File: src/rtl/read_guard.sv
// read_guard: AXI read-path watchdog. Tracks accepted AR bursts, budgets each one and retires them on R beats in per-ID order.
// Optional protocol-fault detection on unexpected R beats is enabled by defining READ_GUARD_UNEXP_RSP_EN.
package read_guard_pkg;
    typedef logic [3:0] id_t;

    typedef struct packed {
        logic       ar_valid;
        id_t        ar_id;
        logic [7:0] ar_len;
        logic       r_ready;
    } req_t;

    typedef struct packed {
        logic ar_ready;
        logic r_valid;
        id_t  r_id;
        logic r_last;
    } rsp_t;
endpackage

module read_guard #(
    parameter int unsigned MaxRdTxns    = 8,
    parameter int unsigned CntWidth     = 10,
    parameter int unsigned PrescalerDiv = 1,
    parameter type         id_t         = read_guard_pkg::id_t,
    parameter type         req_t        = read_guard_pkg::req_t,
    parameter type         rsp_t        = read_guard_pkg::rsp_t
) (
    input  logic                clk_i,
    input  logic                rst_ni,
    input  logic                rd_en_i,
    input  req_t                mst_req_i,
    input  rsp_t                slv_rsp_i,
    input  logic [CntWidth-1:0] budget_read_i,
    input  logic [3:0]          budget_beat_i,
    input  logic                reset_clear_i,
    output logic                reset_req_o,
    output logic                irq_o,
    output logic                txn_full_o,
    output logic                ovf_o,
    output id_t                 timeout_id_o
);
    localparam int unsigned     PredW   = $clog2(MaxRdTxns + 1);
    localparam int unsigned     IdxW    = (MaxRdTxns > 1) ? $clog2(MaxRdTxns) : 1;
    localparam int unsigned     PscW    = (PrescalerDiv > 1) ? $clog2(PrescalerDiv) : 1;
    localparam int unsigned     SumW    = CntWidth + 13;
    localparam logic [PscW-1:0] PscLast = PscW'(PrescalerDiv - 1);
    localparam logic [SumW-1:0] CntMax  = SumW'((64'd1 << CntWidth) - 1);

    // beats_left has a ninth bit so that len=255 (256 beats) still fits.
    typedef struct packed {
        logic                valid;
        id_t                 id;
        logic [8:0]          beats_left;
        logic [PredW-1:0]    pred_cnt;
        logic [CntWidth-1:0] cnt;
    } entry_t;

    entry_t        tbl_q [MaxRdTxns];
    entry_t        tbl_d [MaxRdTxns];
    logic [PscW-1:0] presc_q, presc_d;
    logic          reset_req_q, reset_req_d;
    logic          irq_q, irq_d;
    logic          ovf_q, ovf_d;
    id_t           tid_q, tid_d;

    logic            tick, count_en, ar_hs, r_beat, full, fault;
    logic            to_hit, head_hit;
    id_t             to_id;
    logic [IdxW-1:0] free_idx, head_idx;
    logic [PredW-1:0] same_cnt;
    logic [SumW-1:0] budget_sum;

    always_comb begin
        // NOTE: every variable written here gets a default first, so no latch can be inferred.
        tbl_d       = tbl_q;
        reset_req_d = reset_req_q;
        ovf_d       = ovf_q;
        tid_d       = tid_q;
        irq_d       = 1'b0;
        tick        = (presc_q == PscLast);
        presc_d     = tick ? '0 : presc_q + PscW'(1);
        count_en    = tick & rd_en_i & ~reset_req_q;
        ar_hs       = mst_req_i.ar_valid & slv_rsp_i.ar_ready & rd_en_i & ~reset_req_q;
        r_beat      = slv_rsp_i.r_valid & mst_req_i.r_ready;
        full        = 1'b1;
        free_idx    = '0;
        to_hit      = 1'b0;
        to_id       = '0;
        head_hit    = 1'b0;
        head_idx    = '0;
        same_cnt    = '0;
        budget_sum  = '0;

        // All lookups see the table as it stood at the start of the cycle.
        for (int unsigned i = 0; i < MaxRdTxns; i++) begin
            if (!tbl_q[i].valid && full) begin
                full     = 1'b0;
                free_idx = IdxW'(i);
            end
            if (tbl_q[i].valid && tbl_q[i].cnt == '0 && !to_hit) begin
                to_hit = 1'b1;
                to_id  = tbl_q[i].id;
            end
            if (tbl_q[i].valid && tbl_q[i].id == slv_rsp_i.r_id && tbl_q[i].pred_cnt == '0) begin
                head_hit = 1'b1;
                head_idx = IdxW'(i);
            end
        end
        to_hit = to_hit & count_en;

`ifdef READ_GUARD_UNEXP_RSP_EN
        fault = r_beat & (~head_hit | (slv_rsp_i.r_last & (tbl_q[head_idx].beats_left != 9'd1)));
`else
        fault = 1'b0;
`endif

        if (count_en) begin
            for (int unsigned i = 0; i < MaxRdTxns; i++) begin
                if (tbl_q[i].valid && tbl_q[i].cnt != '0) begin
                    tbl_d[i].cnt = tbl_q[i].cnt - CntWidth'(1);
                end
            end
        end

        if (r_beat && head_hit) begin
            tbl_d[head_idx].beats_left = tbl_q[head_idx].beats_left - 9'd1;
            if (slv_rsp_i.r_last || tbl_q[head_idx].beats_left == 9'd1) begin
                tbl_d[head_idx].valid = 1'b0;
                for (int unsigned i = 0; i < MaxRdTxns; i++) begin
                    if (IdxW'(i) != head_idx && tbl_q[i].valid && tbl_q[i].id == slv_rsp_i.r_id) begin
                        tbl_d[i].pred_cnt = tbl_q[i].pred_cnt - PredW'(1);
                    end
                end
            end
        end

        // Enqueue counts predecessors after retirement; the free index comes from the old table.
        if (ar_hs) begin
            if (full) begin
                ovf_d = 1'b1;
            end else begin
                for (int unsigned i = 0; i < MaxRdTxns; i++) begin
                    if (tbl_d[i].valid && tbl_d[i].id == mst_req_i.ar_id) begin
                        same_cnt = same_cnt + PredW'(1);
                    end
                end
                budget_sum = SumW'(budget_read_i)
                           + (SumW'(mst_req_i.ar_len) + SumW'(1)) * SumW'(budget_beat_i);
                tbl_d[free_idx].valid      = 1'b1;
                tbl_d[free_idx].id         = mst_req_i.ar_id;
                tbl_d[free_idx].beats_left = {1'b0, mst_req_i.ar_len} + 9'd1;
                tbl_d[free_idx].pred_cnt   = same_cnt;
                tbl_d[free_idx].cnt        = (budget_sum > CntMax) ? '1 : budget_sum[CntWidth-1:0];
            end
        end

        if (!reset_req_q && (to_hit || fault)) begin
            reset_req_d = 1'b1;
            irq_d       = 1'b1;
            tid_d       = to_hit ? to_id : slv_rsp_i.r_id;
        end

        if (reset_clear_i) begin
            for (int unsigned i = 0; i < MaxRdTxns; i++) begin
                tbl_d[i].valid = 1'b0;
            end
            reset_req_d = 1'b0;
            irq_d       = 1'b0;
            ovf_d       = 1'b0;
            tid_d       = '0;
        end
    end

    always_ff @(posedge clk_i or negedge rst_ni) begin
        if (!rst_ni) begin
            // NOTE: whole entries are reset, not just valid bits, so no X can reach a compare.
            for (int unsigned i = 0; i < MaxRdTxns; i++) begin
                tbl_q[i] <= '0;
            end
            presc_q     <= '0;
            reset_req_q <= 1'b0;
            irq_q       <= 1'b0;
            ovf_q       <= 1'b0;
            tid_q       <= '0;
        end else begin
            // NOTE: non-blocking updates make every flop sample pre-edge values.
            tbl_q       <= tbl_d;
            presc_q     <= presc_d;
            reset_req_q <= reset_req_d;
            irq_q       <= irq_d;
            ovf_q       <= ovf_d;
            tid_q       <= tid_d;
        end
    end

    assign reset_req_o  = reset_req_q;
    assign irq_o        = irq_q;
    assign txn_full_o   = full;
    assign ovf_o        = ovf_q;
    assign timeout_id_o = tid_q;
endmodule
File: config.mk
export PLATFORM = sky130hd
export DESIGN_NAME = read_guard
export DESIGN_NICKNAME = d
export VERILOG_FILES = /design/src/rtl/read_guard.sv
export SDC_FILE = /design/constraint.sdc
export NUM_CORES = 1
export LEC_CHECK = 0
export ABC_AREA = 1
export CAP_MARGIN = 40
export CORE_MARGIN = 3
export CORE_UTILIZATION = 59
export CTS_BUF_LIST = sky130_fd_sc_hd__clkbuf_4 sky130_fd_sc_hd__clkbuf_8
export CTS_CLUSTER_DIAMETER = 200
export DETAILED_ROUTE_END_ITERATION = 7
export PLACE_DENSITY = 0.8
export RECOVER_POWER = 50
export REMOVE_ABC_BUFFERS = 1
export SLEW_MARGIN = 30
export SYNTH_ARGS = -nofsm -noshare
export SYNTH_HDL_FRONTEND = slang
export SYNTH_SLANG_ARGS = --single-unit
File: constraint.sdc
create_clock -name clk_i -period 6.59 [get_ports clk_i]
set_clock_uncertainty 0.15 [all_clocks]
set_input_delay 1.318 -clock clk_i [delete_from_list [all_inputs] [get_ports clk_i]]
set_output_delay 1.318 -clock clk_i [all_outputs]
set_load 0.005 [all_outputs]
==> run summary <==
The number of warnings reported in the yosys synthesis log came out at 0. Counting stages on the worst path, the most repeated cell is buf_4. The number of hold buffers added after CTS is 0. The mean post-synth cell area came out at 7.41 um^2. STA classifies the critical path endpoint as a register.

Across the VDD grid, the largest voltage drop is 0.203 mV. From synthesis to final layout, the design area changed by 19.9%. The proportion of layout cells with a drive suffix above 1 came out at 17.6%.

The smallest clock period supported by the final layout is computed as 6.49 ns. In the synthesized netlist, the number of instances is 2219. Cell internal power was estimated by the tool at 2.87 mW. The most common cell after layout, fill and taps aside is nand2_1. The first-pass GRT wire length came out at 83700 um. The count of vias placed by the detailed router came out at 16.6k. The power density of the placed cells came out at 230 mW/mm^2. The tool flagged a number of max-cap violations equal to 1. The analysis attributes to net switching a power of 1.65 mW.

The proportion of total power due to net switching is 36.5%. Data arrives at the worst endpoint at 6.77 ns. The most area-hungry cell type in the Yosys netlist is dfrtp_1. The count of input and output buffers is 46.

In the routed layout, each cell is associated on average with a via count of 5.90. Buffers inserted during clock tree synthesis total 43. In the final routed layout, each cell accounts on average for 18.8 um. Entering global routing, the biggest net connects 140 pins.

The initial antenna violation count is 0. The largest stage delay on the critical path came out at 0.24 ns. The area enclosed by the die boundary is 0.0299 mm^2. The number of synthesized register bits is 231. The top-level port count is 47. The half-perimeter wire length of the detailed placement result is 37200 um. The detailed-route DRC error count came out at 0.

The share of total power dissipated in sequential elements is 38.2%. After synthesis the cells add up to 0.0164 mm^2. Clock-pin slew was measured on the worst setup and hold paths at 0.06 ns.

The static leakage is 9.81 nW. The tree built by TritonCTS fans out to 231 sinks. The final reports fail on max-capacitance violations, max-slew violations. The maximum fanout along the worst path came out at 8. The share of async-settable or async-resettable flops after synthesis is 100%. The number of global-route vias before repair is 16.4k.

The synthesized design contains 0 enable-type register cells. Summed over all layers, the global routing overflow is 0. The fraction of power consumed by combinational cells came out at 31.0%. The cell type of the slowest stage on the worst timing path is ha_1.

The worst-case reg-to-reg path depth is 44. Setup repair after global routing could not meet its margin everywhere. The pin slew with the least headroom to its limit is 4.44 ns. The upper clock frequency limit is 154 MHz.

The post-detailed-route count of antenna-violating nets is 0. In this run the critical register-to-register path is captured at tbl_q[11]. The final RePlAce weighted congestion is 0.977.

The violation count after the first detailed-routing iteration came out at 1662. The total global-route track usage came out at 34.5%. The count of filler cells inserted in the layout is 2234. The die outline height came out at 173 um.

The number of nets at the end of the flow came out at 2539. The count of standard-cell rows is 60. The min-delay analysis places its worst path in the category reg2reg.

Final hold analysis gives a worst-case slack of 0.333 ns. The ratio of final minimum period to clock period came out at 98.4%. The critical path startpoint category is an input port. The startpoint identified for the worst hold timing path is timeout_id_o[0].

The worst hold path terminates at timeout_id_o[0]. The flop-to-flop setup slack is 0.30 ns. The length of the first detailed-routing pass in iterations is 6.

The most used flip-flop cell after synthesis is dfrtp_1. TritonCTS built the clock tree. The worst hold path stage count is 2. The insertion delay to the later sink of the worst-skew pair came out at 0.56 ns.

The flow ran to the end, but the final reports show violations. In this run the horizontal extent of the chip is 173 um. Ranked by total cell area, the synthesized netlist is headed by dfrtp_1, nand2_1, inv_1. The share of Yosys cell area claimed by the top area cell type came out at 35.2%. Counting along the longest clock path gives a buffer depth of 3. STA puts the critical path data required time at 6.87 ns.

The final-report max-slew violation count came out at 94. Summing the sequential cell areas from Yosys gives 35.2% of the chip area. CTS built an H-tree with a depth of 2. The aggregate negative setup slack is 0 ns. The netlist uses 59 different library cells. The routed wire length came out at 52900 um. The number of hold-slack violations in the final timing report was 0. The clock network fraction of design power is 30.8%. In the layout the commonest cells are nand2_1, inv_1, dfrtp_1, nor2_1, o21ai_0. The starting utilization of the core area came out at 60.5%.

The floorplan step defined a core boundary enclosing 0.0272 mm^2. In this run the clock root is driven by a clkbuf_8. The worst slew margin relative to its limit came out at -196%. The start-to-end type of the worst setup path is in2reg.

The startpoint of the lowest-slack register-to-register path is tbl_q[66]. The total inserted antenna cells came out at 0. The final setup violation count came out at 0.
cells by family after synthesis:
family                     count (synthesis)  synth area share, %
AOI/OAI and AO/OA                        470                 16.3
xor gates and xnor gates                 117                 6.28
adders and majority gates                 82                 7.29
buffers and inverters                    384                 9.25
DFF                                      231                 35.2
muxes                                      1               0.0609
and+or+nand+nor                          934                 25.6
cell type report:
type                            instances  area, um^2  area share [%]
Timing Repair Buffer                  228        1920            9.77
Clock buffer                           62         791            4.01
Inverter                              309        1170            5.94
Tap cell                              372         465            2.36
Sequential cell                       231        5780            29.4
Timing Repair inverter                  1        7.51          0.0381
Clock inverter                          8        47.5           0.241
Multi-Input combinational cell       1604        9510            48.3
worst max path at each step:
stage | slack, ns | start | endpoint | cells past startpoint
finish | 0.10 | slv_rsp_i[4] | tbl_q[11] | 46
global route | -0.18 | slv_rsp_i[4] | tbl_q[11] | 44
CTS | 0.00005 | slv_rsp_i[2] | tbl_q[180] | 48
detailed placement | -1.49 | slv_rsp_i[3] | tbl_q[207] | 45
global placement | -1.29 | slv_rsp_i[3] | tbl_q[179] | 45
floorplan | -0.79 | slv_rsp_i[1] | tbl_q[151] | 41
Yosys cell counts (3+ instances only):
cell type  instances
nand3_1           90
inv_2             22
buf_6              5
nand3_4            3
nand3_2            8
nand2_2           19
a21oi_1          138
a22oi_1           62
nand4_2            3
xor2_1            80
or2_2              3
dfrtp_1          231
fa_1              23
xnor2_1           36
inv_1            280
nor3_1            35
o22ai_1           18
ha_1              59
a21oi_2            9
buf_4              5
a221oi_1           6
a31oi_1           13
nand3b_1           6
nor3b_1            6
o21ai_0          186
buf_1              3
nor2_2             7
nand2_1          468
nand2_4           12
buf_2              7
nor3_2             5
o21ai_1           17
clkbuf_1          54
clkinv_1           6
nor2_1           208
nor4_1            26
o211ai_1           5
a211oi_1           3
nand4_1           27
worst max-delay path: cells and delay by family:
family	cells	cell delay, ns
xor gates and xnor gates	1	0.12
and+or+nand+nor	15	1.33
adders and majority gates	4	0.79
AOI/OAI and AO/OA	10	1.41
buffers and inverters	16	1.76
registers in the layout, indices dropped and copies added, names as in the netlist:
register	count
irq_o	1
ovf_o	1
reset_req_o	1
tbl_q	224
timeout_id_o	4
metrics by stage:
| stage | total power [mW] | utilization (%) | setup WS (ns) | instance area, um^2 | std cells |
|---|---|---|---|---|---|
| 4_1_cts | 4.48 | 70.7 | 0.0000546 | 19200 | 2799 |
| 5_1_grt | 4.76 | 72.5 | -0.182 | 19700 | 2815 |
| 6_report | 4.52 | 72.5 | 0.105 | 19700 | 2815 |
| 3_3_place_gp | 3.03 | 66.9 | -1.29 | 18200 | 2716 |
| 2_1_floorplan | 2.50 | - | -0.792 | 16100 | 2144 |
| 3_5_place_dp | 3.07 | 66.9 | -1.49 | 18200 | 2716 |
layer usage:
layer  up-vias  track usage [%]  part of all wire [%]
li1       7665                -                     -
met1      7853             45.4                    40
met2       884             56.0                    46
met3       205             5.45                   8.7
met4         0             16.7                   5.2
met5         -                0                     0
power groups by stage:
stage	clock (mW)	sequential [mW]	combinational, mW
2_1_floorplan	0	1.70	0.793
3_3_place_gp	0	1.74	1.29
3_5_place_dp	0	1.74	1.33
4_1_cts	1.40	1.72	1.35
5_1_grt	1.48	1.75	1.54
6_report	1.39	1.73	1.40
timing repair:
item	CTS	global route
endpoints found under the setup margin	24	24
pin swaps	26	57
resized for setup	56	98
cloned	1	0
buffers inserted	12	9
No activity file was read; power rests on OpenSTA's default activity.
==> RTL change: new RTL, same settings <==
The parameter `MaxRdTxns` goes from 8 to 4.
--- a/src/rtl/read_guard.sv
+++ b/src/rtl/read_guard.sv
@@ -20,5 +20,5 @@
 
 module read_guard #(
-    parameter int unsigned MaxRdTxns    = 8,
+    parameter int unsigned MaxRdTxns    = 4,
     parameter int unsigned CntWidth     = 10,
     parameter int unsigned PrescalerDiv = 1,
Formal check against the unedited RTL: same outputs for any inputs over 4 cycles, from zero or initial values and one cycle with rst_ni low; that may be too few to reach the edited logic, so the function may still have changed.
==> RTL change against the original RTL <==
The flow still finishes with violations (max-capacitance violations, max-slew violations). Synthesized area is 46% lower. Via count is 50% lower. Routed wire length is 56% lower. Hold slack better by 1.8 ps. Total power is 46% lower. Design area is 49% lower. Register-to-register slack better by 1400 ps. Utilization is 3.8 points lower. Sequential cell count is 116 lower. Setup slack better by 270 ps. Sequential share of layout area is 0.83 points lower. Critical endpoint is now tbl_q[60]$_DFF_PN0_. Largest cell class unchanged.
==> RTL change: results (changes against the original RTL) <==
Status
  • Status: finished, violations left (unchanged)
  • Failing checks: max-capacitance violations, max-slew violations (unchanged)

Place
  • HPWL reported at the end of detailed placement: 17000 microns (was 37200 microns)
  • RD Place Congestion: 0.958 (was 0.977)
  • Port bufs: 46 (unchanged)

Cells and area
  • Share of cells above drive strength 1: 0.0842 (was 0.176)
  • Final nets: 1384 (was 2539)
  • Non-Filler Instances: 1478 (was 2815)
  • Max reg flops: 108 (was 224)

Pwr
  • Worst vdd ir: 0.000172 V (was 0.000203 V)
  • PwrDens: 240 nW/um^2 (was 230 nW/um^2)
  • Int Pwr: 1530 uW (was 2870 uW)
  • Flop+latch power: 884 uW (was 1730 uW)
  • Clock Power: 718 uW (was 1390 uW)
  • Leak Pwr: 0.00500 uW (was 0.00981 uW)

Routing
  • Via count: 8301 (was 16607)
  • WL final: 23300 microns (was 52900 microns)
  • Starting DRC count in detailed routing: 670 (was 1662)
  • WL met3: 1620 microns (was 4620 microns)
  • Met2 wire len: 11200 microns (was 24600 microns)
  • Met1 Routed Length: 9980 microns (was 21000 microns)

CTS
  • CTS H-tree lvls: 4 (was 2)
  • Clk buf depth: 2 (was 3)
  • Clk_lat worst skew: 450 ps (was 560 ps)
  • Cts bufs inserted: 17 (was 43)
  • Post-CTS sizing: 0 (was 56)
  • Worst-path clk slew: 80 ps (was 60 ps)
  • Post-CTS setup buffers: 0 (was 12)

STA
  • Hold WS: 335 ps (was 333 ps)
  • Final Max Slew Viols: 53 (was 94)

Global routing
  • GRT met1 Usage: 0.380 (was 0.454)
  • Total GRT Usage: 0.291 (was 0.345)
  • Largest net degree at the start of global routing: 65 (was 140)
  • Global routing usage on met2: 0.482 (was 0.560)
  • Met3 Use GR: 0.0602 (was 0.0545)
  • Wire length of the first global-routing pass: 38400 microns (was 83700 microns)
  • Vias in the first global route: 7913 (was 16364)

Synthesis
  • Post-synth EDFFs: 0 (unchanged)
  • Synth area leaders: dfrtp_1 (32%), nand2_1 (9.4%), inv_1 (8.1%), nor2_1 (6.6%), ha_1 (5.7%) (was dfrtp_1 (35%), nand2_1 (11%), inv_1 (6.4%), o21ai_0 (5.7%), nor2_1 (4.8%))
  • Post-synthesis sequential area ratio: 0.322 (was 0.352)
  • Most frequent cells after synthesis: nand2_1 (224), inv_1 (194), nor2_1 (158) (was nand2_1 (468), inv_1 (280), dfrtp_1 (231))
  • Synth unique cells: 49 (was 59)

Run
  • Number of max-cap violations: 1 (unchanged)

Setup path
  • CP max FO: 10 (was 8)
  • Arrival time at the worst endpoint: 6410 ps (was 6770 ps)
  • R2R setup slack: 1700 ps (was 300 ps)
RTL change: cell count changes after synthesis, moves of 43 or more:
cell	delta
nand2_1	-244
o21ai_0	-104
a21oi_1	-68
inv_1	-86
dfrtp_1	-116
xor2_1	-43
nor2_1	-50
RTL change: final timing paths:
check,startpoint,endpoint,depth (start not counted)
min,timeout_id_o[2]$_DFFE_PN0P_,timeout_id_o[2]$_DFFE_PN0P_,2
max reg2reg,tbl_q[10]$_DFF_PN0_,tbl_q[92]$_DFF_PN0_,26
min in group asynchronous,rst_ni,tbl_q[23]$_DFFE_PN0P_,1
min reg2reg,timeout_id_o[2]$_DFFE_PN0P_,timeout_id_o[2]$_DFFE_PN0P_,2
max in group asynchronous,rst_ni,tbl_q[28]$_DFF_PN0_,3
max,mst_req_i[1],tbl_q[60]$_DFF_PN0_,23
RTL change: cell families after synthesis:
logic type               share of synthesized area
AND/OR/NAND/NOR                              0.270
buffers and inverters                        0.103
AO/OA/AOI/OAI                                0.142
flip-flops                                   0.322
adder cells (fa/ha/maj)                      0.109
XOR/XNOR                                    0.0556
RTL change: final cells by class:
cell class                      instances  share of cell area
Tap cell                              184              0.0228
Multi-Input combinational cell        873               0.511
Timing Repair Buffer                   68              0.0611
Clock inverter                         11              0.0149
Sequential cell                       115               0.285
Inverter                              206              0.0766
Clock buffer                           21              0.0280
RTL change: worst max-delay path, cell delays in order:
cell and delay [ps]:
clkdlybuf4s50_1 540, ha_1 260, nand4_1 150, o21ai_0 180
nand2_1 140, nor2_1 140, fa_1 450, fa_1 550
inv_1 50, fa_1 490, inv_1 40, ha_1 330
nand2_1 110, a21oi_1 50, a211oi_1 230, a21boi_0 310
o21ai_0 140, xor2_1 150, nor2_1 110, buf_4 180
nand3_1 190, nor2_1 200, nor2_1 70
